===== src/rtl/ov5640_pixel_capture_if.sv =====
// rtl/ov5640_pixel_capture_if.sv - assembled pixel stream from DVP capture to the YCbCr stage
//
// Signals:
//   pre_wr_en    one-cycle strobe per assembled pixel
//   ov5640_data  RGB565 pixel {R[4:0],G[5:0],B[4:0]}
//   pre_href     line valid, aligned with the pixel strobes
//   pre_vsync    frame sync, aligned with the pixel strobes
// Modports: master = capture block (driver), slave = downstream consumer.

interface ov5640_pixel_capture_if;
  logic        pre_wr_en;
  logic [15:0] ov5640_data;
  logic        pre_href;
  logic        pre_vsync;

  modport master (
    output pre_wr_en,
    output ov5640_data,
    output pre_href,
    output pre_vsync
  );

  modport slave (
    input pre_wr_en,
    input ov5640_data,
    input pre_href,
    input pre_vsync
  );
endinterface


===== src/rtl/ov5640_pixel_capture.sv =====
// rtl/ov5640_pixel_capture.sv - OV5640 DVP byte-pair to RGB565 pixel capture with frame skip and geometry check
//
// Ports:
//   sys_clk      camera PCLK, rising-edge logic
//   sys_rst_n    asynchronous active-low reset
//   cfg_done     sensor configuration complete (level)
//   cam_vsync    camera frame sync, active high
//   cam_href     camera line valid, active high
//   cam_data     camera byte bus, high byte first
//   pix          pixel stream (master): pre_wr_en, ov5640_data, pre_href, pre_vsync
//   frame_valid  frames are being forwarded (skip count done)
//   frame_err    geometry check result for the last fully forwarded frame

module ov5640_pixel_capture #(
  parameter int FRAME_SKIP = 10,
  parameter int H_PIXEL    = 640,
  parameter int V_PIXEL    = 480
) (
  input  logic                          sys_clk,
  input  logic                          sys_rst_n,
  input  logic                          cfg_done,
  input  logic                          cam_vsync,
  input  logic                          cam_href,
  input  logic [7:0]                    cam_data,
  ov5640_pixel_capture_if.master        pix,
  output logic                          frame_valid,
  output logic                          frame_err
);

  localparam int FCW = ($clog2(FRAME_SKIP + 1) > 4) ? $clog2(FRAME_SKIP + 1) : 4;

  logic           vsync_d1, vsync_d2;
  logic           href_d1, href_d2;
  logic [7:0]     data_d1;
  logic [7:0]     high_byte;
  logic           phase;
  logic           in_line;
  logic [FCW-1:0] frame_cnt;
  logic [11:0]    pix_cnt;
  logic [11:0]    line_cnt;
  logic           line_err_acc;

  logic           vs_rise, hs_rise, hs_fall;
  logic           pix_done, fwd, line_end, line_bad;
  logic [11:0]    pix_cnt_nxt;
  logic [11:0]    line_cnt_nxt;
  logic           err_acc_nxt;

  always_comb begin
    vs_rise  = vsync_d1 & ~vsync_d2;
    hs_rise  = href_d1 & ~href_d2;
    hs_fall  = ~href_d1 & href_d2;
    pix_done = href_d1 & phase;
    // cfg_done gates directly so forwarding stops on the very next edge
    fwd      = frame_valid & cfg_done;
    // A vsync rise during an active line closes that line first
    line_end = in_line & (hs_fall | (vs_rise & href_d1));

    pix_cnt_nxt = pix_cnt;
    if (hs_rise)
      pix_cnt_nxt = 12'd0;
    else if (pix_done && pix_cnt != 12'hFFF)
      pix_cnt_nxt = pix_cnt + 12'd1;

    // Half pixel pending only once href has dropped with phase still set
    line_bad     = (pix_cnt_nxt != 12'(H_PIXEL)) | (phase & ~href_d1);
    line_cnt_nxt = line_cnt + {11'd0, line_end};
    err_acc_nxt  = line_err_acc | (line_end & line_bad);
  end

  always_ff @(posedge sys_clk or negedge sys_rst_n) begin
    if (!sys_rst_n) begin
      vsync_d1        <= 1'b0;
      vsync_d2        <= 1'b0;
      href_d1         <= 1'b0;
      href_d2         <= 1'b0;
      data_d1         <= 8'd0;
      high_byte       <= 8'd0;
      phase           <= 1'b0;
      in_line         <= 1'b0;
      frame_cnt       <= '0;
      pix_cnt         <= 12'd0;
      line_cnt        <= 12'd0;
      line_err_acc    <= 1'b0;
      frame_valid     <= 1'b0;
      frame_err       <= 1'b0;
      pix.pre_wr_en   <= 1'b0;
      pix.ov5640_data <= 16'd0;
      pix.pre_href    <= 1'b0;
      pix.pre_vsync   <= 1'b0;
    end else begin
      vsync_d1 <= cam_vsync;
      vsync_d2 <= vsync_d1;
      href_d1  <= cam_href;
      href_d2  <= href_d1;
      data_d1  <= cam_data;

      // Byte assembly
      phase <= href_d1 ? ~phase : 1'b0;
      if (href_d1 && !phase)
        high_byte <= data_d1;
      if (pix_done)
        pix.ov5640_data <= {high_byte, data_d1};
      pix.pre_wr_en <= pix_done & fwd;
      pix.pre_href  <= href_d1 & fwd;
      pix.pre_vsync <= vsync_d1 & fwd;

      // Geometry accounting
      pix_cnt <= pix_cnt_nxt;
      if (hs_rise)
        in_line <= 1'b1;
      else if (line_end)
        in_line <= 1'b0;

      if (vs_rise) begin
        line_cnt     <= 12'd0;
        line_err_acc <= 1'b0;
        if (frame_valid)
          frame_err <= (line_cnt_nxt != 12'(V_PIXEL)) | err_acc_nxt;
      end else begin
        line_cnt     <= line_cnt_nxt;
        line_err_acc <= err_acc_nxt;
      end

      // Frame skip
      if (!cfg_done) begin
        frame_cnt   <= '0;
        frame_valid <= 1'b0;
      end else if (vs_rise) begin
        if (frame_cnt < FCW'(FRAME_SKIP))
          frame_cnt <= frame_cnt + 1'b1;
        else
          frame_valid <= 1'b1;
      end
    end
  end

endmodule


===== src/flat_wrapper.sv =====
// flat-port wrapper written by rule: the top's interface ports become plain ports
module ov5640_pixel_capture_flat 
#(
  parameter int FRAME_SKIP = 10,
  parameter int H_PIXEL    = 640,
  parameter int V_PIXEL    = 480
)
  (sys_clk, sys_rst_n, cfg_done, cam_vsync, cam_href, cam_data, frame_valid, frame_err, pix_pre_wr_en, pix_ov5640_data, pix_pre_href, pix_pre_vsync);
  ov5640_pixel_capture_if pix_i ();
  input  logic sys_clk;
  input  logic sys_rst_n;
  input  logic cfg_done;
  input  logic cam_vsync;
  input  logic cam_href;
  input  logic [7:0] cam_data;
  output logic frame_valid;
  output logic frame_err;
  output wire logic [$bits(pix_i.pre_wr_en)-1:0] pix_pre_wr_en;
  output wire logic [$bits(pix_i.ov5640_data)-1:0] pix_ov5640_data;
  output wire logic [$bits(pix_i.pre_href)-1:0] pix_pre_href;
  output wire logic [$bits(pix_i.pre_vsync)-1:0] pix_pre_vsync;
  assign pix_pre_wr_en = pix_i.pre_wr_en;
  assign pix_ov5640_data = pix_i.ov5640_data;
  assign pix_pre_href = pix_i.pre_href;
  assign pix_pre_vsync = pix_i.pre_vsync;
  ov5640_pixel_capture #(.FRAME_SKIP(FRAME_SKIP), .H_PIXEL(H_PIXEL), .V_PIXEL(V_PIXEL)) u_core (.sys_clk(sys_clk), .sys_rst_n(sys_rst_n), .cfg_done(cfg_done), .cam_vsync(cam_vsync), .cam_href(cam_href), .cam_data(cam_data), .pix(pix_i), .frame_valid(frame_valid), .frame_err(frame_err));
endmodule

===== config.mk =====
export PLATFORM = sky130hd
export DESIGN_NAME = ov5640_pixel_capture_flat
export DESIGN_NICKNAME = d
export VERILOG_FILES = /design/src/rtl/ov5640_pixel_capture_if.sv /design/src/rtl/ov5640_pixel_capture.sv /design/src/flat_wrapper.sv
export SDC_FILE = /design/constraint.sdc
export NUM_CORES = 1
export LEC_CHECK = 0
export BUFFER_PORTS_ARGS = -buffer_cell sky130_fd_sc_hd__clkbuf_2
export CORE_UTILIZATION = 58
export DETAILED_ROUTE_END_ITERATION = 6
export PLACE_DENSITY = 0.91
export SYNTH_ARGS = -nofsm -noshare
export SYNTH_HDL_FRONTEND = slang
export SYNTH_SLANG_ARGS = --single-unit
export TNS_END_PERCENT = 5

===== constraint.sdc =====
create_clock -name sys_clk -period 2.9 [get_ports sys_clk]
set_input_delay 0.145 -clock sys_clk [delete_from_list [all_inputs] [get_ports sys_clk]]
set_output_delay 0.145 -clock sys_clk [all_outputs]
set_load 0.02 [all_outputs]

; Word-level counts from Yosys, hierarchy flattened
; Cells that the tools add are included.
[totals]
ff_bits = 72
latchBits = 0
mem_bits_rw = 0
rom_bits = 0
input_bits = 13
out_inout_bits = 21
word_cells = 68
n_memories = 0
[classes]
addsub = 3
n_mul = 0
div_mod_pow = 0
magnitude_cmp = 1
n_eq_ne = 6
n_shift = 0
n_mux = 13
bitwise = 20
n_reduce_logical = 7
[op_table]
columns = cell, n
row1 = 12-bit 2-to-1 mux, 3
row2 = 12-bit by 1-bit adder with 12-bit output, 1
row3 = 12-bit by 1-bit adder with 12-bit output (second input constant), 1
row4 = 1-bit bitwise AND, 12
row5 = 4-bit 2-to-1 mux, 3
row6 = 12-bit by 10-bit inequality test with 1-bit output (second input constant), 1
row7 = 12-bit inequality test (second input constant), 1
row8 = 12-bit by 9-bit inequality test with 1-bit output (second input constant), 1
row9 = 1-bit 2-to-1 mux, 7
row10 = 2-bit AND reduction, 3
row11 = 4-bit by 1-bit adder with 4-bit output (second input constant), 1
row12 = 4-bit < comparator (second input constant), 1
row13 = 2-bit by 1-bit inequality test with 1-bit output (second input constant), 2
row14 = 1-bit inverter, 4
row15 = 1-bit bitwise OR, 4
row16 = 1-bit logical AND, 2
row17 = 2-bit inequality test (second input constant), 1
row18 = 2-bit nonzero test, 1
row19 = 1-bit logical NOT, 1

; Depth between registers and ports, before layout
[logic_depth]
depth_word = 9
mapped_depth = 13
depth_no_buf = 11

; Worst setup path after synthesis
; OpenSTA, ideal clock, no wires.
[synth_path]
path_kind = register -> register
start = register u_core.vsync_d1
end = register u_core.frame_err
setup_ps = 82
arrival_ps = 2370
required_ps = 2818
path_slack_ps = 448
stages_incl_launch_ff = 14
path_buffers = 2
period_less_slack_ps = 2452
path_cell_list = dfrtp_1 > nor2b_1 > clkbuf_1 > mux2i_1 > nor2_1 > ha_1 > ha_1 > and4_1 > clkbuf_1 > nor2_1 > a32o_1 > a32oi_1 > nor4_1 > a31oi_1
[synth_between]
elab_chain_len = 7
word_cells_on_any_way = 10
cone_classes = 1 x add/sub / 1 x eq/ne / 7 x bitwise / 1 x reduce/logical
[synth_rtl]
columns = item, line_no
row1 = from (decl), ov5640_pixel_capture.sv:32  ; logic vsync_d1, vsync_d2;
row2 = from (signal assigned), ov5640_pixel_capture.sv:92  ; vsync_d1 <= cam_vsync;
row3 = 1-bit bitwise AND (*), ov5640_pixel_capture.sv:50  ; vs_rise = vsync_d1 & ~vsync_d2;
row4 = 1-bit bitwise AND, ov5640_pixel_capture.sv:57  ; line_end = in_line & (hs_fall | (vs_rise & href_d1));
row5 = 1-bit bitwise OR, ov5640_pixel_capture.sv:57
row6 = 1-bit bitwise AND, ov5640_pixel_capture.sv:57
row7 = 12-bit by 1-bit adder with 12-bit output / 1-bit bitwise AND (equally long branches), "ov5640_pixel_capture.sv:67, ov5640_pixel_capture.sv:68"
row8 = 12-bit by 9-bit inequality test with 1-bit output / 1-bit bitwise OR (equally long branches), "ov5640_pixel_capture.sv:119, ov5640_pixel_capture.sv:68"
row9 = 1-bit bitwise OR, ov5640_pixel_capture.sv:119  ; frame_err <= (line_cnt_nxt != 12'(V_PIXEL)) | err_acc_nxt;
row10 = to (signal assigned), ov5640_pixel_capture.sv:119
row11 = to (decl), ov5640_pixel_capture.sv:27  ; output logic frame_err
; Mark *: on every way between the ends. The rest lies on a longest branch, timed or not.
; A chain may end at the register's enable or synchronous reset.

; Worst setup path in the final report
[layout_path]
start = register u_core.href_d1
end = register u_core.frame_err
[layout_between]
elab_chain_len = 9
word_cells_on_any_way = 18
cone_classes = 1 x add/sub / 2 x eq/ne / 2 x mux / 12 x bitwise / 1 x reduce/logical
[layout_rtl]
columns = item, line_no
row1 = from (decl), ov5640_pixel_capture.sv:33  ; logic href_d1, href_d2;
row2 = from (signal assigned), ov5640_pixel_capture.sv:94  ; href_d1 <= cam_href;
row3 = branches (longest 8 deep; another with 12-bit by 1-bit adder with 12-bit output), n/a
row4 = 1-bit bitwise OR (*), ov5640_pixel_capture.sv:119
; Every way passes the cells marked *.

==> qor.yml <==
run_status:
  run_status: "finished clean"
clocking:
  cts.sinks: 72
  cts_root_buf: "clkbuf_8"
  tritoncts: "built"
  htreeDepth: 3
  clk_pin_slew_worst_paths_ns: 0.08
  insertion_delay_ns: 0.35
  cts_buffer_depth: 2
  cts_made_buffers: 9
  post_cts_resized: 0
  post_cts_buffers: 0
  cts_hold_buf: 11
die:
  die_x_um: 75.57
  initial_core_util: 0.6069
  placementRows: 26
  core_um2: 5172
  dieArea_um2: 5711
  fp.dieH_um: 75.57
  io_pins: 34
timing:
  slew_headroom: 0.4022
  skew_ns: 0.01363
  finalMaxSlewViolations: 0
  rsz0062_at_grt: "false"
  worst_pin_slew_ns: 0.8934
  setup-violations-final: 0
  hold_viol_final: 0
  fin_crit_ns: 2.472
  finalSetupTns_ns: 0
  fmax_mhz: 404.5
  worst_slack_ns: 0.4276
  layout_worst_path_cycle_share: 0.8525
synth:
  synthTopCellsByCount: "dfrtp_1 (72), nor2_1 (26), mux2_2 (24)"
  synth_area_leader_cell: "dfrtp_1"
  synth_warnings: 0
  seq_area_frac_synth: 0.5739
  yosysMostFrequentCell: "dfrtp_1"
  synth_area_um2: 3139
  yosys_register_bits: 72
  syn_inst: 258
  ys.flop_type: "dfrtp_1"
  synth-edff-count: 0
  syn_area_per_cell_um2: 12.17
  yosysTopAreaCellShare: 0.5739
  synthArstFlopShare: 1.000
  ys_types: 51
  yosys-top-cells-area: "dfrtp_1 (57%), mux2_2 (8.6%), nor2_1 (3.1%)"
  syn-num-nets: 275
run:
  maxCapViolations: 0
global_route:
  grt_max_degree: 30
  grt_pass1_wl_mm: 10.98
  track_usage: 0.2713
  antenna_found_initial: 0
  grt_pass1_vias: 2200
  grt_remaining_overflow: 0
routing:
  drc: 0
  ant_nets: 0
  first_pass_iters: 5
  drtIter0Drc: 267
  avgViaCountPerCell: 5.855
  routedWlPerCell_um: 17.59
  num_vias: 2254
  wl_mm: 6.772
worst_hold_path:
  hp-class: "primary input to flop"
finish:
  final_area_um2: 3681
  area_growth_pct: 17.26
  nNetsFinal: 327
  final_util: 0.7117
  final_layout_size_suffix_gt1_frac: 0.2698
  diodes: 0
place:
  hpwl_mm: 4.107
  routabilityCongestion: 0.8804
  port_buffers: 33
  placed_area_um2: 3392
  place_worst_setup_slack_ns: 0.4291
worst_setup_path:
  crit_path_cell_trace: "mux2i_1 > nor2_1 > ha_1 > ha_1 > and4_1 > nor2_1 > a32o_1 > a32oi_1 > nor4_1 > a31oi_1"
  worst_setup_path_end_kind: "flop"
  start_kind: "flop"
  crit_type: "flop to flop"
  cp.required_ns: 3.12
  cpMaxStageDelayCell: "dfrtp_1"
  cp.arrival_ns: 2.69
  worstPathMaxFanout: 11
  cp_slowest_stage_delay_ns: 0.51
power:
  peakVddDrop_mv: 0.5202
  leakage_nw: 1.732
  p_per_area_nw_per_um2: 609.0
==> cells by family (layout without fill, tap and decap cells) <==
| group | after synthesis | after routing | synth area share |
|---|---|---|---|
| and+or+nand+nor | 87 | 87 | 0.1550 |
| DFF | 72 | 72 | 0.5739 |
| AOI/OAI and AO/OA | 36 | 36 | 0.09088 |
| muxes | 29 | 29 | 0.1020 |
| xor gates and xnor gates | 15 | 15 | 0.04185 |
| buffers and inverters | 15 | 72 | 0.02033 |
| adders and majority gates | 4 | 4 | 0.01594 |
==> flip-flops by register name (all words and copies together) (netlist names), 4 cells and up <==
signal	cells
u_core.pix_cnt	12
u_core.high_byte	8
u_core.line_cnt	12
u_core.pix.ov5640_data	16
u_core.frame_cnt	4
u_core.data_d1	8
==> critical path: cells and delay by family, from the launching register on <==
kind | cells | cell delay (ns)
AND/OR/NAND/NOR | 4 | 0.79
adder cells (fa/ha/maj) | 2 | 0.45
AO/OA/AOI/OAI | 3 | 0.35
multiplexers | 1 | 0.24
flip-flops | 1 | 0.51
==> power breakdown <==
| group | leakage (nW) | internal (mW) | switching, mW |
|---|---|---|---|
| clock network | 0.0862 | 0.317 | 0.409 |
| registers | 0.915 | 1.10 | 0.0753 |
| logic | 0.731 | 0.147 | 0.190 |
==> placed cells by master, fill, tap and decap left out, types with 2 or more instances in the layout <==
master         netlist  routed
dfrtp_1             72      72
clkbuf_2             0      32
nor2_1              26      26
mux2_2              24      24
dlygate4sd3_1        0      11
nand3_1             10      10
o21ai_0              9       9
clkbuf_8             0       9
nand2_1              8       8
xnor2_1              8       8
nand4_1              7       7
xor2_1               7       7
inv_1                7       7
and2_1               7       7
and3_1               6       6
mux2i_1              5       5
buf_4                2       5
nor2b_1              4       4
and4_1               4       4
ha_1                 4       4
nand2b_1             3       3
nor4_1               3       3
a41o_1               2       2
nor3_1               2       2
o21a_1               2       2
o2111ai_1            2       2
a21boi_0             2       2
a21oi_1              2       2
clkinvlp_4           0       2
inv_6                0       2
clkinv_4             0       2
==> cell type report <==
type / instances / area (um^2)
Timing Repair Buffer: 49 / 312.8
Clock buffer: 9 / 123.9
Clock inverter: 7 / 55.05
Inverter: 7 / 26.28
Multi-Input combinational cell: 171 / 1274
Tap cell: 70 / 87.58
Fill cell: 335 / 1491
Sequential cell: 72 / 1802
==> metrics by stage <==
stage	hold WS (ns)	power, mW	std cells
6_report	0.1422	2.242	385
4_1_cts	0.1034	2.234	385
5_1_grt	0.1348	2.321	385
3_3_place_gp	0.08188	1.489	358
2_1_floorplan	-0.1506	1.379	258
3_5_place_dp	0.09315	1.509	358
==> layer usage <==
metal,track usage,vias to the layer above,share of wire
met3,0.06614,20,0.057
met2,0.4355,79,0.51
met1,0.3528,1119,0.40
met5,0,-,0
met4,0.1235,0,0.032
li1,-,1036,-
==> final timing paths <==
path                                                   endpoint  slack [ns]  cells past startpoint                       from
worst max-delay path               u_core.frame_err$_DFFE_PN0P_        0.43                     10   u_core.href_d1$_DFF_PN0_
worst min-delay path            u_core.frame_cnt[1]$_DFFE_PN0P_        0.14                      2                   cfg_done
worst max register to register     u_core.frame_err$_DFFE_PN0P_        0.43                     10   u_core.href_d1$_DFF_PN0_
worst min register to register        u_core.vsync_d2$_DFF_PN0_        0.43                      0  u_core.vsync_d1$_DFF_PN0_
max in group asynchronous          u_core.line_cnt[0]$_DFF_PN0_        1.90                      3                  sys_rst_n
min in group asynchronous           u_core.pix_cnt[2]$_DFF_PN0_        0.26                      2                  sys_rst_n
No activity file was read; power rests on OpenSTA's default activity.
